--- config.mk ---
export PLATFORM = sky130hd
export DESIGN_NAME = row_sum_scheduler
export DESIGN_NICKNAME = d
export VERILOG_FILES = /design/src/rtl/row_sum_scheduler.sv
export SDC_FILE = /design/constraint.sdc
export NUM_CORES = 1
export LEC_CHECK = 0
export ABC_AREA = 0
export BUFFER_PORTS_ARGS = -buffer_cell sky130_fd_sc_hd__buf_2
export CAP_MARGIN = 30
export CORE_MARGIN = 2
export CORE_UTILIZATION = 54
export DETAILED_ROUTE_END_ITERATION = 8
export HOLD_SLACK_MARGIN = 0.1
export PLACE_DENSITY = 0.87
export SLEW_MARGIN = 25
export SYNTH_ARGS = -nofsm -noshare
export SYNTH_HDL_FRONTEND = slang
export SYNTH_SLANG_ARGS = --single-unit
--- constraint.sdc ---
create_clock -name clk -period 10.4 [get_ports clk]
set_clock_uncertainty 0.15 [all_clocks]
set_input_delay 3.12 -clock clk [delete_from_list [all_inputs] [get_ports clk]]
set_output_delay 3.12 -clock clk [all_outputs]
set_load 0.05 [all_outputs]
--- src/rtl/row_sum_scheduler.sv ---
// Row-summation scheduler: round-robin arbitration over PE requesters,
// three-lane accumulation across ROWS packets, threshold spikes, one result out.
module row_sum_scheduler #(
    parameter int         NUM_PE  = 4,
    parameter int         ROWS    = 3,
    parameter logic [9:0] THRESH  = 10'd24,
    parameter logic [3:0] OUT_SRC = 4'h0,
    parameter logic [3:0] OUT_DST = 4'h1
) (
    input  logic                   clk,
    input  logic                   reset,
    input  logic [NUM_PE-1:0]      in_valid,
    input  logic [39*NUM_PE-1:0]   in_data,
    output logic [NUM_PE-1:0]      in_ready,
    output logic                   out_valid,
    output logic [38:0]            out_data,
    input  logic                   out_ready,
    output logic [7:0]             drop_cnt
);

    localparam int PW = (NUM_PE > 1) ? $clog2(NUM_PE) : 1;

    typedef enum logic [1:0] {ACCUM, COMPUTE, EMIT} state_t;

    state_t        r_state;
    logic [PW-1:0] r_rr_ptr;
    logic [9:0]    r_acc1, r_acc2, r_acc3;
    logic [3:0]    r_cnt;
    logic          r_out_valid;
    logic [38:0]   r_out_data;
    logic [7:0]    r_drop_cnt;

    logic          w_found;
    logic [PW-1:0] w_gnt;
    logic [PW-1:0] w_cand;
    logic [PW-1:0] w_next_ptr;
    logic [38:0]   w_pkt;
    logic          w_xfer;
    logic          w_is_psum;
    logic [8:0]    w_l1, w_l2, w_l3;

    function automatic logic [9:0] sat_add(input logic [9:0] a,
                                           input logic [7:0] b);
        logic [10:0] s;
        s = {1'b0, a} + {3'b000, b};
        return s[10] ? 10'h3FF : s[9:0];
    endfunction

    // Returns {spike, 8-bit lane value}.
    function automatic logic [8:0] lane_out(input logic [9:0] acc);
        logic       sp;
        logic [9:0] d;
        sp = (acc >= THRESH);
        d  = sp ? (acc - THRESH) : acc;
        return {sp, (d > 10'd255) ? 8'hFF : d[7:0]};
    endfunction

    // Search starts at the round-robin pointer and wraps.
    always_comb begin
        w_found = 1'b0;
        w_gnt   = '0;
        w_cand  = '0;
        for (int k = 0; k < NUM_PE; k++) begin
            w_cand = PW'((int'(r_rr_ptr) + k) % NUM_PE);
            if (!w_found && in_valid[w_cand]) begin
                w_found = 1'b1;
                w_gnt   = w_cand;
            end
        end
    end

    assign w_xfer     = (r_state == ACCUM) && w_found && !reset;
    assign in_ready   = w_xfer ? (NUM_PE'(1) << w_gnt) : '0;
    assign w_pkt      = in_data[39*int'(w_gnt) +: 39];
    assign w_is_psum  = (w_pkt[38:37] == 2'b01);
    assign w_next_ptr = (int'(w_gnt) == NUM_PE - 1) ? '0 : w_gnt + PW'(1);

    assign w_l1 = lane_out(r_acc1);
    assign w_l2 = lane_out(r_acc2);
    assign w_l3 = lane_out(r_acc3);

    always_ff @(posedge clk) begin
        if (reset) begin
            r_state     <= ACCUM;
            r_rr_ptr    <= '0;
            r_acc1      <= '0;
            r_acc2      <= '0;
            r_acc3      <= '0;
            r_cnt       <= '0;
            r_out_valid <= 1'b0;
            r_out_data  <= '0;
            r_drop_cnt  <= '0;
        end else begin
            unique case (r_state)
                ACCUM: begin
                    if (w_xfer) begin
                        r_rr_ptr <= w_next_ptr;
                        if (w_is_psum) begin
                            r_acc1 <= sat_add(r_acc1, w_pkt[23:16]);
                            r_acc2 <= sat_add(r_acc2, w_pkt[15:8]);
                            r_acc3 <= sat_add(r_acc3, w_pkt[7:0]);
                            r_cnt  <= r_cnt + 4'd1;
                            if (r_cnt + 4'd1 == 4'(ROWS))
                                r_state <= COMPUTE;
                        end else if (r_drop_cnt != 8'hFF) begin
                            r_drop_cnt <= r_drop_cnt + 8'd1;
                        end
                    end
                end
                COMPUTE: begin
                    r_out_data  <= {2'b10, OUT_SRC, OUT_DST, 2'b00,
                                    w_l1[8], w_l2[8], w_l3[8],
                                    w_l1[7:0], w_l2[7:0], w_l3[7:0]};
                    r_out_valid <= 1'b1;
                    r_acc1      <= '0;
                    r_acc2      <= '0;
                    r_acc3      <= '0;
                    r_cnt       <= '0;
                    r_state     <= EMIT;
                end
                EMIT: begin
                    if (out_ready) begin
                        r_out_valid <= 1'b0;
                        r_state     <= ACCUM;
                    end
                end
                default: r_state <= ACCUM;
            endcase
        end
    end

    assign out_valid = r_out_valid;
    assign out_data  = r_out_data;
    assign drop_cnt  = r_drop_cnt;

endmodule

==> flow_metrics.py, run 1 <==
metrics = {
    "die": {
        "die_w_um": 105,
        "ios": 215,
        "row_count": 36,
        "dieArea_mm2": 0.0109,
        "coreArea_mm2": 0.00977,
        "start_util_pct": 55.9,
        "fp.dieH_um": 105,
    },
    "synthesis": {
        "yosys.area.top_type_share_pct": 27.5,
        "synth-compound-area-share_pct": 19.6,
        "synth_area_leaders": "dfxtp_1, ha_1, mux2i_1",
        "synth_flop_cell": "dfxtp_1",
        "synth_edf_count": 0,
        "synth_fa_ha_area_share_pct": 8.89,
        "ys_ff_latch": 75,
        "yosysWarningCount": 0,
        "syn_area_mm2": 0.00546,
        "synth_simple_gate_area_share_pct": 21.9,
        "async_flop_share_pct": 0,
        "synth_cells": 677,
        "synth_top_area_cell": "dfxtp_1",
        "ys_seq_area_share_pct": 27.5,
        "synth_top_family_by_area": "simple AND/OR/NAND/NOR gates",
        "avgSynthCellArea_um2": 8.07,
        "synthMuxAreaShare_pct": 12.3,
        "yosysUniqueCellTypes": 63,
        "synthXorXnorAreaFrac_pct": 4.01,
    },
    "critical_path": {
        "slowest_stage": "buf_4",
        "max_stage_delay_ns": 0.48,
        "r2r-start": "r_rr_ptr[1]",
        "critPathLaunchType": "primary input",
        "critical_path_buf_inv_count": 4,
        "setup.worst_path.end_class": "output pin",
        "rr_endpoint": "r_acc2[4]",
        "crit_family": "buffers and inverters",
        "crit_required_ns": 7.13,
        "rr_worst_depth": 17,
        "rrSetupSlack_ns": 5.55,
        "crit_top_cell": "buf_2",
        "path_cells": "buf_2 -> inv_2 -> and3_1 -> nor3_4 -> buf_4 -> ha_1 -> and2_1 -> buf_2",
        "crit_arrival_ns": 4.97,
        "path_depth": 8,
        "worstSetupPathType": "primary input to output pin",
        "cp_max_fo": 46,
    },
    "pwr": {
        "peakVddDrop_mv": 0.0999,
        "leakagePower_uw": 0.00295,
        "p_per_area_mw_per_mm2": 183,
    },
    "cts": {
        "ctsResizeCount": 0,
        "cts_tree": "done",
        "cts_buffer_depth": 2,
        "clk_pin_slew_ns": 0.08,
        "ctsHoldBuffers": 0,
        "cts.sinks": 75,
        "cts_buffers": 9,
        "clk_latency_ns": 0.35,
        "root_buffer": "clkbuf_8",
        "cts_max_level": 3,
        "cts_setup_buffers": 0,
    },
    "timing": {
        "timing.final.ws_setup_ns": 2.16,
        "slew_viol_final": 0,
        "relSlewSlack_pct": 40.1,
        "fin_crit_ns": 8.24,
        "max_clock_freq_mhz": 121,
        "rsz0062_at_grt": "false",
        "tightest_slew_ns": 0.898,
        "min_period_over_period_pct": 79.2,
        "final.setup.tns_ns": 0,
        "setup_viol": 0,
        "whs_ns": 0.327,
        "hold_viol_final": 0,
    },
    "run": {
        "max-cap-violations": 0,
    },
    "drt": {
        "ant_nets": 0,
        "remaining_drc_errors": 0,
        "vias": 5276,
        "drt_wl_total_um": 13300,
        "via_per_inst": 5.54,
        "drt_first_pass_iters": 4,
        "wire_per_inst_um": 14.0,
        "drt_iter0_markers": 269,
    },
    "hold_path": {
        "min_to": "r_acc2[0]",
        "holdCritPathClass": "flip-flop to flip-flop",
        "worstHoldStart": "r_acc2[0]",
        "holdPathStages": 2,
    },
    "place": {
        "placed_cells": 935,
        "port_buffers": 152,
        "hpwl_um": 10100,
        "place_congestion": 0.870,
        "dp_slack_ns": 2.13,
    },
    "grt": {
        "grt_pass1_vias": 5028,
        "antenna_found_initial": 0,
        "grt-ovfl-total": 0,
        "grt_util_all_layers_pct": 24.7,
        "grt_start_max_net_pins": 59,
        "grt_pass1_wl_um": 22700,
    },
    "layout": {
        "fin_nets": 1014,
        "area_delta_synth_final_pct": 19.0,
        "multi_input_area_mm2": 0.00369,
        "drive_gt1_share_pct": 26.9,
        "final_cells": 952,
        "ff_latch_area_mm2": 0.00150,
        "n_fill_cell": 851,
        "diodes": 0,
    },
    "run_status": {
        "outcome": "complete, no violations",
    },
}
-- how the worst max path moves through the flow --
| stage | to | from | slack, ns |
|---|---|---|---|
| final | in_ready[3] | in_valid[3] | 2.16 |
| after global routing | in_ready[1] | in_valid[3] | 2.03 |
| after CTS | in_ready[3] | in_valid[3] | 2.13 |
| after detailed placement | in_ready[3] | in_valid[3] | 2.13 |
| after global placement | in_ready[3] | in_valid[3] | 2.13 |
| after floorplan | in_ready[1] | in_valid[3] | 2.25 |
-- through the flow --
stage | instance area, um^2 | utilization, % | power, uW
after floorplan | 5490 | - | 821
after global placement | 6250 | 63.9 | 916
after detailed placement | 6260 | 64.0 | 931
after CTS | 6490 | 66.4 | 1180
after global routing | 6500 | 66.5 | 1280
final | 6500 | 66.5 | 1190
-- area by class of cell --
class	instances	area share [%]
Sequential cell	75	23.1
Clock buffer	10	2.12
Multi-Input combinational cell	544	56.9
Clock inverter	6	1.37
Inverter	25	1.44
Timing Repair Buffer	159	12.5
Tap cell	133	2.56
-- cells in the mapped netlist, types with 7 or more instances --
cell type / n
nand2b_1: 16
clkbuf_1: 20
nor4_1: 8
buf_2: 8
nor2b_1: 12
a21oi_1: 53
o21bai_1: 7
nor2_1: 90
inv_1: 23
buf_4: 12
o21ai_0: 36
a211oi_1: 21
mux2_2: 22
dfxtp_1: 75
mux2i_1: 40
ha_1: 34
nand2_1: 46
nor3_1: 24
nand3_1: 11
xnor2_1: 21
-- state kept, by name, indices dropped and copies added (netlist names) --
name / cells
drop_cnt: 8
out_data: 28
out_valid: 1
r_acc1: 10
r_acc2: 10
r_acc3: 10
r_cnt: 4
r_rr_ptr: 2
r_state: 2
-- metal layers --
layer / GRT usage, % / wire [um] / vias to the layer above / share of wire, %
met5: 0 / 0 / - / 0
met2: 43.2 / 6350 / 193 / 48
met3: 3.49 / 796 / 14 / 6.0
li1: - / - / 2681 / -
met1: 31.8 / 6060 / 2388 / 45
met4: 6.85 / 138 / 0 / 1.0
-- tightest hold or removal path, delay by kind of cell (launching register included) --
kind / cells / cell delay, ns
AND/OR/NAND/NOR: 2 / 0.10
flip-flops: 1 / 0.34
-- cell families after synthesis --
group,count (synthesis)
flip-flops,75
AO/OA/AOI/OAI,165
XOR/XNOR,25
AND/OR/NAND/NOR,243
adder cells (fa/ha/maj),37
multiplexers,64
other,1
buffers and inverters,67
-- power by group --
part           switching (uW)  total [uW]  internal [uW]
Combinational             319         574            255
Clock                     111         253            142
Sequential               43.3         359            316
-- placed cells by master, fill, tap and decap left out, types with 10 or more instances in the layout --
cell type	netlist	final
dfxtp_1	75	75
buf_2	8	152
o21ai_0	36	36
a21oi_1	53	53
conb_1	1	10
inv_1	23	23
nor3_1	24	24
nor2_1	90	89
xnor2_1	21	21
nand3_1	11	11
a211oi_1	21	21
mux2i_1	40	40
clkbuf_8	0	10
mux2_2	22	22
nand2_1	46	46
nand2b_1	16	16
ha_1	34	34
nor2b_1	12	11
Note: power is estimated with default switching activity, not from simulation.
==> run 2: changes to the inputs <==
--- a/config.mk
+++ b/config.mk
@@ -9,10 +9,10 @@
 export BUFFER_PORTS_ARGS = -buffer_cell sky130_fd_sc_hd__buf_2
 export CAP_MARGIN = 30
 export CORE_MARGIN = 2
-export CORE_UTILIZATION = 54
+export CORE_UTILIZATION = 50
 export DETAILED_ROUTE_END_ITERATION = 8
 export HOLD_SLACK_MARGIN = 0.1
-export PLACE_DENSITY = 0.87
+export PLACE_DENSITY = 0.82
 export SLEW_MARGIN = 25
 export SYNTH_ARGS = -nofsm -noshare
 export SYNTH_HDL_FRONTEND = slang
==> constraint.sdc (replaced) <==
create_clock -name clk -period 8 [get_ports clk]
set_clock_uncertainty 0.15 [all_clocks]
set_input_delay 2.4 -clock clk [delete_from_list [all_inputs] [get_ports clk]]
set_output_delay 2.4 -clock clk [all_outputs]
set_load 0.05 [all_outputs]
==> flow_metrics.py, run 2 (synthesized netlist as in run 1, its figures left out) <==
metrics = {
    "critical_path": {
        "crit_required_ns": 5.45,
        "r2r-start": "r_rr_ptr[1]",
        "cp_max_fo": 20,
        "crit_family": "simple AND/OR/NAND/NOR gates",
        "rr_endpoint": "r_acc3[2]",
        "worstSetupPathType": "primary input to output pin",
        "path_cells": "buf_2 -> nand2b_1 -> o211a_4 -> nor2_4 -> inv_1 -> ha_1 -> and2_1 -> buf_2",
        "crit_arrival_ns": 4.23,
        "critical_path_buf_inv_count": 3,
        "rr_worst_depth": 16,
        "max_stage_delay_ns": 0.55,
        "setup.worst_path.end_class": "output pin",
        "critPathLaunchType": "primary input",
        "crit_top_cell": "buf_2",
        "slowest_stage": "nor2_4",
        "rrSetupSlack_ns": 3.37,
    },
    "grt": {
        "grt_pass1_vias": 4739,
        "grt_start_max_net_pins": 58,
        "grt_util_all_layers_pct": 22.8,
        "grt-ovfl-total": 0,
        "grt_pass1_wl_um": 21800,
        "antenna_found_initial": 0,
    },
    "hold_path": {
        "holdPathStages": 2,
        "holdCritPathClass": "flip-flop to flip-flop",
        "min_to": "r_acc3[0]",
        "worstHoldStart": "r_acc3[0]",
    },
    "layout": {
        "mostFrequentLayoutCells": "buf_2, nor2_1, dfxtp_1, a21oi_1, nand2_1",
        "n_fill_cell": 991,
        "ff_latch_area_mm2": 0.00150,
        "fin_nets": 1016,
        "diodes": 0,
        "final_common_cell": "buf_2",
        "drive_gt1_share_pct": 27.0,
        "area_delta_synth_final_pct": 18.9,
        "largest_register_ffs": 28,
        "multi_input_area_mm2": 0.00369,
    },
    "timing": {
        "min_period_over_period_pct": 84.8,
        "rsz0062_at_grt": "false",
        "tightest_slew_ns": 0.977,
        "slew_viol_final": 0,
        "setup_viol": 0,
        "fin_crit_ns": 6.78,
        "relSlewSlack_pct": 34.5,
        "hold_viol_final": 0,
        "max_clock_freq_mhz": 147,
        "final.setup.tns_ns": 0,
    },
    "pwr": {
        "leakagePower_uw": 0.00295,
        "peakVddDrop_mv": 0.116,
        "p_per_area_mw_per_mm2": 233,
        "finalPower_uw": 1510,
    },
    "run": {
        "max-cap-violations": 0,
    },
    "drt": {
        "via_per_inst": 5.45,
        "drt_wl_total_um": 13300,
        "wire_per_inst_um": 13.8,
        "drt_iter0_markers": 388,
        "drt_first_pass_iters": 5,
        "remaining_drc_errors": 0,
        "ant_nets": 0,
        "vias": 5232,
    },
    "cts": {
        "cts_tree": "done",
        "ctsResizeCount": 0,
        "root_buffer": "clkbuf_8",
        "cts_buffers": 9,
        "clk_pin_slew_ns": 0.09,
        "clk_latency_ns": 0.35,
        "cts.sinks": 75,
        "ctsHoldBuffers": 0,
        "cts_max_level": 3,
        "cts_buffer_depth": 2,
        "cts_setup_buffers": 0,
    },
    "die": {
        "dieArea_mm2": 0.0118,
        "row_count": 38,
        "fp.dieH_um": 109,
        "coreArea_mm2": 0.0107,
        "ios": 215,
        "start_util_pct": 50.8,
        "die_w_um": 109,
    },
    "place": {
        "hpwl_um": 10100,
        "port_buffers": 152,
        "place_congestion": 0.890,
    },
    "run_status": {
        "outcome": "complete, no violations",
    },
}
[run 2: cell count changes in the layout (fill, tap and decap cells not counted), sizes merged]
cell / previous run / this run
buf: 158 / 161
clkbuf: 11 / 10
inv: 25 / 27
bufinv: 2 / 1
clkinvlp: 2 / 1
clkinv: 2 / 1
[run 2: stage by stage]
stage | utilization, % | hold slack, ns | setup WS, ns | cell area, um^2 | instances
floorplan | - | 0.285 | 1.29 | 5490 | 686
detailed placement | 58.5 | 0.306 | 1.18 | 6290 | 945
global route | 60.4 | 0.354 | 1.09 | 6490 | 960
global placement | 58.4 | 0.302 | 1.25 | 6280 | 944
CTS | 60.4 | 0.319 | 1.18 | 6480 | 960
finish | 60.4 | 0.321 | 1.22 | 6490 | 960
[run 2: where the power goes]
part	switching, uW	internal [uW]
logic	414	335
clock network	146	153
registers	56.1	411
total	616	899
[run 2: final cells by class]
cell class / count / share of cell area (%)
Clock buffer: 10 / 2.12
Multi-Input combinational cell: 544 / 56.9
Sequential cell: 75 / 23.1
Clock inverter: 5 / 0.925
Tap cell: 140 / 2.70
Inverter: 25 / 1.45
Timing Repair Buffer: 161 / 12.8
[run 2: how the worst max path moves through the flow]
stage / slack (ns) / cells after the start / end / start
floorplan: 1.29 / 7 / in_ready[1] / in_valid[3]
finish: 1.22 / 8 / in_ready[1] / in_valid[1]
global route: 1.09 / 8 / in_ready[1] / in_valid[1]
detailed placement: 1.18 / 8 / in_ready[1] / in_valid[1]
CTS: 1.18 / 8 / in_ready[1] / in_valid[1]
global placement: 1.25 / 8 / in_ready[1] / in_valid[0]
[run 2: worst register-to-register path, cell delays in order (launching register included)]
cell,delay [ns]
dfxtp_1,0.40
and2_4,0.19
o211a_4,0.27
nor2_4,0.55
mux2_2,0.29
nor2_1,0.04
a21oi_1,0.14
ha_1,0.22
inv_1,0.07
fa_1,0.41
nor2b_1,0.17
nor3_1,0.08
o21bai_1,0.20
a31oi_1,0.19
a211oi_1,0.86
o21ai_0,0.22
nand2_1,0.12
[run 2: routing by layer]
metal / vias up / routed length (um) / global-route usage (%)
met3: 10 / 985 / 4.82
met1: 2338 / 5950 / 29.8
met5: - / 0 / 0
met2: 207 / 6250 / 39.0
met4: 0 / 90 / 4.30
li1: 2677 / - / -
==> run 3: changes to the inputs <==
==> constraint.sdc (replaced) <==
create_clock -name clk -period 7.1 [get_ports clk]
set_clock_uncertainty 0.15 [all_clocks]
set_input_delay 2.13 -clock clk [delete_from_list [all_inputs] [get_ports clk]]
set_output_delay 2.13 -clock clk [all_outputs]
set_load 0.05 [all_outputs]
==> flow_metrics.py, run 3 (synthesized netlist as in run 1, its figures left out) <==
metrics = {
    "run_status": {
        "outcome": "complete, no violations",
    },
    "drt": {
        "drt_iter0_markers": 308,
        "vias": 5315,
        "via_per_inst": 5.52,
        "ant_nets": 0,
        "wire_per_inst_um": 14.0,
        "remaining_drc_errors": 0,
        "drt_first_pass_iters": 5,
        "drt_wl_total_um": 13500,
    },
    "pwr": {
        "peakVddDrop_mv": 0.137,
        "p_per_area_mw_per_mm2": 264,
        "leakagePower_uw": 0.00298,
    },
    "critical_path": {
        "rr_worst_depth": 16,
        "worstSetupPathType": "primary input to output pin",
        "critPathLaunchType": "primary input",
        "cp_max_fo": 8,
        "crit_top_cell": "buf_2",
        "crit_arrival_ns": 3.66,
        "max_stage_delay_ns": 0.30,
        "crit_required_ns": 4.82,
        "slowest_stage": "nor2_4",
        "path_cells": "buf_2 -> nand2b_1 -> o211a_4 -> nor2_4 -> inv_1 -> ha_1 -> and2_1 -> buf_2",
        "setup.worst_path.end_class": "output pin",
    },
    "cts": {
        "clk_pin_slew_ns": 0.09,
        "cts_tree": "done",
        "cts_buffers": 9,
        "cts_max_level": 3,
        "cts_buffer_depth": 2,
        "ctsHoldBuffers": 0,
        "clk_latency_ns": 0.35,
        "cts_setup_buffers": 0,
        "root_buffer": "clkbuf_8",
        "cts.sinks": 75,
        "ctsResizeCount": 0,
    },
    "layout": {
        "area_delta_synth_final_pct": 19.7,
        "drive_gt1_share_pct": 27.1,
        "post-route-util_pct": 60.8,
        "diodes": 0,
        "mostFrequentLayoutCells": "buf_2, nor2_1, dfxtp_1, a21oi_1, nand2_1",
        "n_fill_cell": 980,
        "fin_nets": 1018,
        "largest_register_ffs": 28,
        "final_common_cell": "buf_2",
    },
    "place": {
        "place_congestion": 0.885,
        "hpwl_um": 10100,
        "port_buffers": 152,
    },
    "timing": {
        "fin_crit_ns": 5.94,
        "final.setup.tns_ns": 0,
        "min_period_over_period_pct": 83.6,
        "rsz0062_at_grt": "false",
        "max_clock_freq_mhz": 168,
        "tightest_slew_ns": 0.737,
        "setup_viol": 0,
        "hold_viol_final": 0,
        "relSlewSlack_pct": 50.2,
        "slew_viol_final": 0,
    },
    "grt": {
        "grt_pass1_wl_um": 22200,
        "grt-ovfl-total": 0,
        "grt_start_max_net_pins": 58,
        "antenna_found_initial": 0,
        "grt_util_all_layers_pct": 23.2,
        "grt_pass1_vias": 4893,
    },
    "die": {
        "row_count": 38,
        "die_w_um": 109,
        "coreArea_mm2": 0.0107,
        "fp.dieH_um": 109,
        "ios": 215,
        "dieArea_mm2": 0.0118,
        "start_util_pct": 50.8,
    },
    "hold_path": {
        "holdPathStages": 2,
        "holdCritPathClass": "flip-flop to flip-flop",
    },
    "run": {
        "max-cap-violations": 0,
    },
}
## run 3: changes by cell type in the layout (fill, tap and decap cells not counted)
cell and change:
clkinv_4 +1, clkbuf_8 +1, clkbuf_1 +1, buf_6 +1, clkinvlp_4 -1, clkinv_2 -1
buf_12 +1
## run 3: metal layers
layer	track usage, %	vias to the layer above	part of all wire, %
met5	0	-	0
met4	4.21	0	0.86
met3	5.00	12	6.3
met2	40.0	177	47
met1	30.1	2443	46
li1	-	2683	-
## run 3: worst paths after layout
kind                             startpoint  slack, ns     endpoint
worst min-delay path              r_acc3[2]       0.34    r_acc3[2]
worst min register to register    r_acc3[2]       0.34    r_acc3[2]
worst max-delay path            in_valid[1]       1.16  in_ready[1]
worst max register to register  r_rr_ptr[1]       2.81    r_acc1[4]
## run 3: per-stage QoR
stage	setup slack (ns)	power, uW	cells	instance area, um^2	hold slack [ns]
after floorplan	0.934	1200	686	5490	0.285
after global placement	0.944	1350	945	6300	0.302
after detailed placement	0.881	1370	946	6310	0.319
after CTS	1.15	1730	962	6520	0.341
final	1.16	1730	963	6540	0.343
after global routing	1.03	1860	963	6540	0.360
## run 3: cell type report
class | count | area (um^2) | share of cell area [%]
multi-input combinational | 544 | 3690 | 56.5
inverter | 25 | 93.8 | 1.44
tap | 140 | 175 | 2.68
clock buffer | 12 | 155 | 2.37
clock inverter | 4 | 56.3 | 0.861
sequential | 75 | 1500 | 23.0
timing repair buffer | 163 | 860 | 13.2
## run 3: where the power goes
part           switching [uW]  internal [uW]  total [uW]  leakage (uW)
Sequential               63.7            463         527      0.000608
Combinational             466            380         845       0.00226
Clock                     171            185         356      0.000108
## run 3: worst max-delay path: cells and delay by family
family | cells | cell delay [ns]
AO/OA/AOI/OAI | 1 | 0.27
adder cells (fa/ha/maj) | 1 | 0.20
buffers and inverters | 3 | 0.45
AND/OR/NAND/NOR | 3 | 0.60
